**src/rtl/instruction_loader_pkg.sv**
```systemverilog
// Shared constants and state encoding for the instruction memory loader.
package instruction_loader_pkg;

    localparam int unsigned DEPTH_DEFAULT  = 128;
    localparam int unsigned ADDR_W_DEFAULT = 32;
    localparam int unsigned BYTES_PER_WORD = 4;
    localparam int unsigned BYTE_W         = 8;
    localparam int unsigned WORD_W         = BYTE_W * BYTES_PER_WORD;
    localparam int unsigned CNT_W          = 8;
    localparam int unsigned BCNT_W         = $clog2(BYTES_PER_WORD);

    typedef enum logic [1:0] {
        ST_IDLE     = 2'd0,
        ST_ASSEMBLE = 2'd1,
        ST_WRITE    = 2'd2,
        ST_DONE     = 2'd3
    } state_e;

endpackage

```
**src/rtl/instruction_mem_loader_byte_packer.sv**
```systemverilog
// Big-endian byte-to-word shift register with a byte counter; flags the byte that completes a word.
module byte_packer
    import instruction_loader_pkg::*;
(
    input  logic              clk_i,
    input  logic              rst_ni,
    input  logic              clr_i,
    input  logic              shift_i,
    input  logic [BYTE_W-1:0] byte_i,
    output logic [WORD_W-1:0] word_o,
    output logic              word_full_c_o
);

    logic [WORD_W-1:0] word_q;
    logic [BCNT_W-1:0] cnt_q;

    // High on the handshake that delivers the last byte of a word.
    assign word_full_c_o = shift_i && (cnt_q == BCNT_W'(BYTES_PER_WORD - 1));
    assign word_o        = word_q;

    always_ff @(posedge clk_i or negedge rst_ni) begin
        if (!rst_ni) begin
            word_q <= '0;
            cnt_q  <= '0;
        end else if (clr_i) begin
            word_q <= '0;
            cnt_q  <= '0;
        end else if (shift_i) begin
            word_q <= {word_q[WORD_W-BYTE_W-1:0], byte_i};
            cnt_q  <= cnt_q + BCNT_W'(1);
        end
    end

endmodule

```
**src/rtl/instruction_mem_loader.sv**
```systemverilog
// Streams bytes into 32-bit words and writes them to sequential word addresses of the instruction memory.
module instruction_mem_loader
    import instruction_loader_pkg::*;
#(
    parameter int unsigned DEPTH  = DEPTH_DEFAULT,
    parameter int unsigned ADDR_W = ADDR_W_DEFAULT
) (
    input  logic              Clk,
    input  logic              Reset,
    input  logic              Start,
    input  logic [CNT_W-1:0]  WordCount,
    input  logic [BYTE_W-1:0] ByteIn,
    input  logic              ByteValid,
    output logic              ByteReady,
    output logic              MemWrite,
    output logic [ADDR_W-1:0] MemAddress,
    output logic [WORD_W-1:0] MemWriteData,
    output logic              Busy,
    output logic              Done
);

    state_e            state_q, state_d;
    logic [CNT_W-1:0]  count_q, count_d;
    logic [CNT_W-1:0]  index_q, index_d;
    logic [ADDR_W-1:0] addr_q, addr_d;
    logic              ready_q, ready_d;
    logic              write_q, write_d;
    logic              busy_q, busy_d;
    logic              done_q, done_d;

    logic              clr;
    logic              shift;
    logic              word_full;
    logic [CNT_W-1:0]  count_clamped;
    logic [CNT_W-1:0]  index_inc;

    assign shift         = ready_q && ByteValid;
    assign count_clamped = (32'(WordCount) > DEPTH) ? CNT_W'(DEPTH) : WordCount;
    assign index_inc     = index_q + CNT_W'(1);

    byte_packer u_packer (
        .clk_i         (Clk),
        .rst_ni        (Reset),
        .clr_i         (clr),
        .shift_i       (shift),
        .byte_i        (ByteIn),
        .word_o        (MemWriteData),
        .word_full_c_o (word_full)
    );

    // Next-state logic; outputs are registered copies decoded from the next state.
    always_comb begin
        state_d = state_q;
        count_d = count_q;
        index_d = index_q;
        addr_d  = addr_q;
        clr     = 1'b0;
        case (state_q)
            ST_IDLE: begin
                if (Start) begin
                    count_d = count_clamped;
                    index_d = '0;
                    clr     = 1'b1;
                    state_d = (count_clamped == '0) ? ST_DONE : ST_ASSEMBLE;
                end
            end
            ST_ASSEMBLE: begin
                if (word_full) begin
                    addr_d  = ADDR_W'({index_q, 2'b00});
                    state_d = ST_WRITE;
                end
            end
            ST_WRITE: begin
                index_d = index_inc;
                state_d = (index_inc == count_q) ? ST_DONE : ST_ASSEMBLE;
            end
            ST_DONE: begin
                state_d = ST_IDLE;
            end
            default: begin
                state_d = ST_IDLE;
            end
        endcase
        ready_d = (state_d == ST_ASSEMBLE);
        write_d = (state_d == ST_WRITE);
        busy_d  = (state_d == ST_ASSEMBLE) || (state_d == ST_WRITE);
        done_d  = (state_d == ST_DONE);
    end

    always_ff @(posedge Clk or negedge Reset) begin
        if (!Reset) begin
            state_q <= ST_IDLE;
            count_q <= '0;
            index_q <= '0;
            addr_q  <= '0;
            ready_q <= 1'b0;
            write_q <= 1'b0;
            busy_q  <= 1'b0;
            done_q  <= 1'b0;
        end else begin
            state_q <= state_d;
            count_q <= count_d;
            index_q <= index_d;
            addr_q  <= addr_d;
            ready_q <= ready_d;
            write_q <= write_d;
            busy_q  <= busy_d;
            done_q  <= done_d;
        end
    end

    assign ByteReady  = ready_q;
    assign MemWrite   = write_q;
    assign MemAddress = addr_q;
    assign Busy       = busy_q;
    assign Done       = done_q;

endmodule

```
**config.mk**
```make
export PLATFORM = sky130hd
export DESIGN_NAME = instruction_mem_loader
export DESIGN_NICKNAME = d
export VERILOG_FILES = /design/src/rtl/instruction_loader_pkg.sv /design/src/rtl/instruction_mem_loader_byte_packer.sv /design/src/rtl/instruction_mem_loader.sv
export SDC_FILE = /design/constraint.sdc
export NUM_CORES = 1
export LEC_CHECK = 0
export BUFFER_PORTS_ARGS = -buffer_cell sky130_fd_sc_hd__buf_2
export CAP_MARGIN = 20
export CORE_MARGIN = 1.5
export CORE_UTILIZATION = 47
export DETAILED_ROUTE_END_ITERATION = 8
export GPL_ROUTABILITY_DRIVEN = 0
export GPL_TIMING_DRIVEN = 0
export PLACE_DENSITY = 0.76
export SLEW_MARGIN = 20
export SYNTH_ARGS = -nofsm -noshare
export SYNTH_HDL_FRONTEND = slang
export SYNTH_SLANG_ARGS = --single-unit
export TNS_END_PERCENT = 5
```
**constraint.sdc**
```tcl
create_clock -name Clk -period 2.3 [get_ports Clk]
set_input_delay 0.46 -clock Clk [delete_from_list [all_inputs] [get_ports Clk]]
set_output_delay 0.46 -clock Clk [all_outputs]
set_load 0.02 [all_outputs]
```
==> impl_metrics.tcl <==
set metrics [dict create \
    grt_setup_unrepaired "false" \
    drive_above_1_share 0.302 \
    postCtsHoldBufs 0 \
    grt_antenna_before_repair 0 \
    ant_nets 0 \
    clock_sinks 64 \
    clk_pin_slew_ns 0.07 \
    hold_viol 0 \
    end_kind "flip-flop" \
    reg2reg_to "Busy" \
    syn_area_per_cell_sq_um 9.41 \
    synth_flop_cell "dfrtp_1" \
    worstHoldPathType "input port to asynchronous set/reset pin" \
    fin_total_pwr_mw 4.41 \
    pre_cts_ws_ns -0.243 \
    finalSetupViolCount 0 \
    drv_cap 0 \
    vias 2488 \
    synth_edf_count 0 \
    tightestPinTransition_ns 0.770 \
    post-route-cell-area_sq_um 3820 \
    cp_cell_sequence "ha_4 > xor2_1 > nor3_1 > nand3_1 > or4_4 > o31a_1 > ha_1 > inv_1" \
    cts_tree "yes" \
    die_h_um 83.9 \
    syn_inst 327 \
    ys_seq_elements 64 \
    io_buffers 63 \
    grt_pass1_vias 2232 \
    rr_worst_depth 8 \
    start_util 0.484 \
    area_growth_pct 24.1 \
    hpwl_mm 4.50 \
    die_w_um 83.9 \
    wl_per_cell_um 12.4 \
    grt.overflow.total 0 \
    r2r_slack_ns 0.13 \
    clock_latency_ns 0.34 \
    diodes 0 \
    fin_util 0.601 \
    layout_min_cycle_time_ns 2.17 \
    async_flop_share 1.00 \
    pin_count 88 \
    period_share 0.943 \
    placed_cell_area_sq_um 3580 \
    clock_skew_ns 0.00664 \
    drtIter0Drc 152 \
    root_buffer "clkbuf_8" \
    layout.cells.most_common "nand2_1" \
    layout_common_cells "94 x nand2_1, 64 x buf_2, 62 x dfrtp_1" \
    vdd_drop_max_mv 0.595 \
    core_region_area_sq_um 6350 \
    critPathLaunchType "flip-flop" \
    p_per_area_nw_per_um2 1150 \
    slew_viol_final 0 \
    leakage_nw 2.01 \
    synth_cell_types 38 \
    syn_area_sq_um 3080 \
    slowest_delay_ns 0.44 \
    rows 29 \
    r2r_start "index_q[0]" \
    h-tree-depth 3 \
    dr.pass1.iters 5 \
    synth_warnings 0 \
    placedCellCount 490 \
    instances_no_fill 504 \
    grt.total_usage 0.187 \
    required_ns 2.54 \
    worstPathArrival_ns 2.40 \
    fmax_ghz 0.461 \
    dieArea_sq_um 7040 \
    holdWs_ns 0.184 \
    drc_errors 0 \
    cts_buffer_depth 2 \
    worstPathMaxFanout 2 \
    viasPerCell 4.94 \
    slew-limit-headroom 0.487 \
    setup_slack_ns 0.132 \
    worstSetupPathType "flip-flop to flip-flop" \
    setup_tns_ns 0 \
    nets 449 \
    cp_slowest_cell "or4_4" \
    grt_pass1_wl_mm 10.5 \
    yosysSeqAreaShare 0.521 \
    grt_max_degree 65 \
    status "complete, no violations" \
    drt-total-wl_mm 6.23 \
    cts_inserted_buffers 9 \
]
[report_power, final]
part | internal, mW | switching [mW]
Clock | 0.545 | 0.404
Combinational | 0.587 | 1.05
Sequential | 1.51 | 0.311
Total | 2.64 | 1.76
[Yosys cell counts (3+ instances only)]
cell type	instances	share of area
nor2_1	8	0.0098
dfrtp_1	64	0.52
a22o_1	5	0.014
mux2_2	11	0.040
nand3b_1	8	0.020
xor2_1	5	0.014
xnor2_1	5	0.014
buf_4	26	0.063
clkbuf_1	13	0.016
a21oi_1	34	0.055
nor3_1	3	0.0049
inv_1	4	0.0049
nand2_1	94	0.11
ha_1	5	0.020
nand3_1	5	0.0081
o21ai_0	7	0.011
[cell type report]
cell class	instances	area, sq um
plain buffers	41	255
clock buffers	11	151
clock inverters	3	42.5
fillers	559	2530
inverters	4	15.0
multi-input cells	239	1320
flip-flops and latches	64	1600
well taps	77	96.3
repair buffers	65	333
[registers in the layout, summed over array words and instances, names as in the netlist]
register and flops:
ByteReady 1, count_q 8, MemAddress 8, Busy 1, u_packer.cnt_q 2, state_q 2, Done 1, u_packer.word_o 32
MemWrite 1, index_q 8
[what timing repair did]
action / 4_1_cts / 5_1_grt
endpoints found under the setup margin: 5 / 3
gates resized for setup: 4 / 6
buffers inserted: 2 / 0
pin swaps: 0 / 1
[metal layers]
metal / track usage / routed length, um
met5: 0 / 0
met2: 0.285 / 2790
met4: 0.103 / 156
met1: 0.258 / 2950
met3: 0.0287 / 333
[critical path: cells and delay by family (launching register included)]
family	cells	cell delay [ns]
DFF	1	0.43
xor gates and xnor gates	1	0.15
and+or+nand+nor	3	0.66
AOI/OAI and AO/OA	1	0.26
adders and majority gates	2	0.53
buffers and inverters	1	0.04
[cells by family (layout without fill, tap and decap cells)]
group	Yosys count	after routing	synth area share
AO/OA/AOI/OAI	56	56	0.106
other	1	24	0.00122
buffers and inverters	47	124	0.0903
AND/OR/NAND/NOR	132	132	0.190
XOR/XNOR	10	10	0.0285
adder cells (fa/ha/maj)	5	5	0.0203
multiplexers	12	12	0.0435
flip-flops	64	64	0.521
[worst max path at each step]
stage	slack, ns	cells past startpoint	from	endpoint
2_1_floorplan	0.06	8	index_q[0]	Busy
3_3_place_gp	-0.17	8	index_q[0]	Busy
3_5_place_dp	-0.24	7	index_q[0]	MemWrite
4_1_cts	0.02	8	state_q[0]	Busy
5_1_grt	0.04	8	index_q[0]	Busy
6_report	0.13	8	index_q[0]	Busy
(Power assumes the default switching activity.)
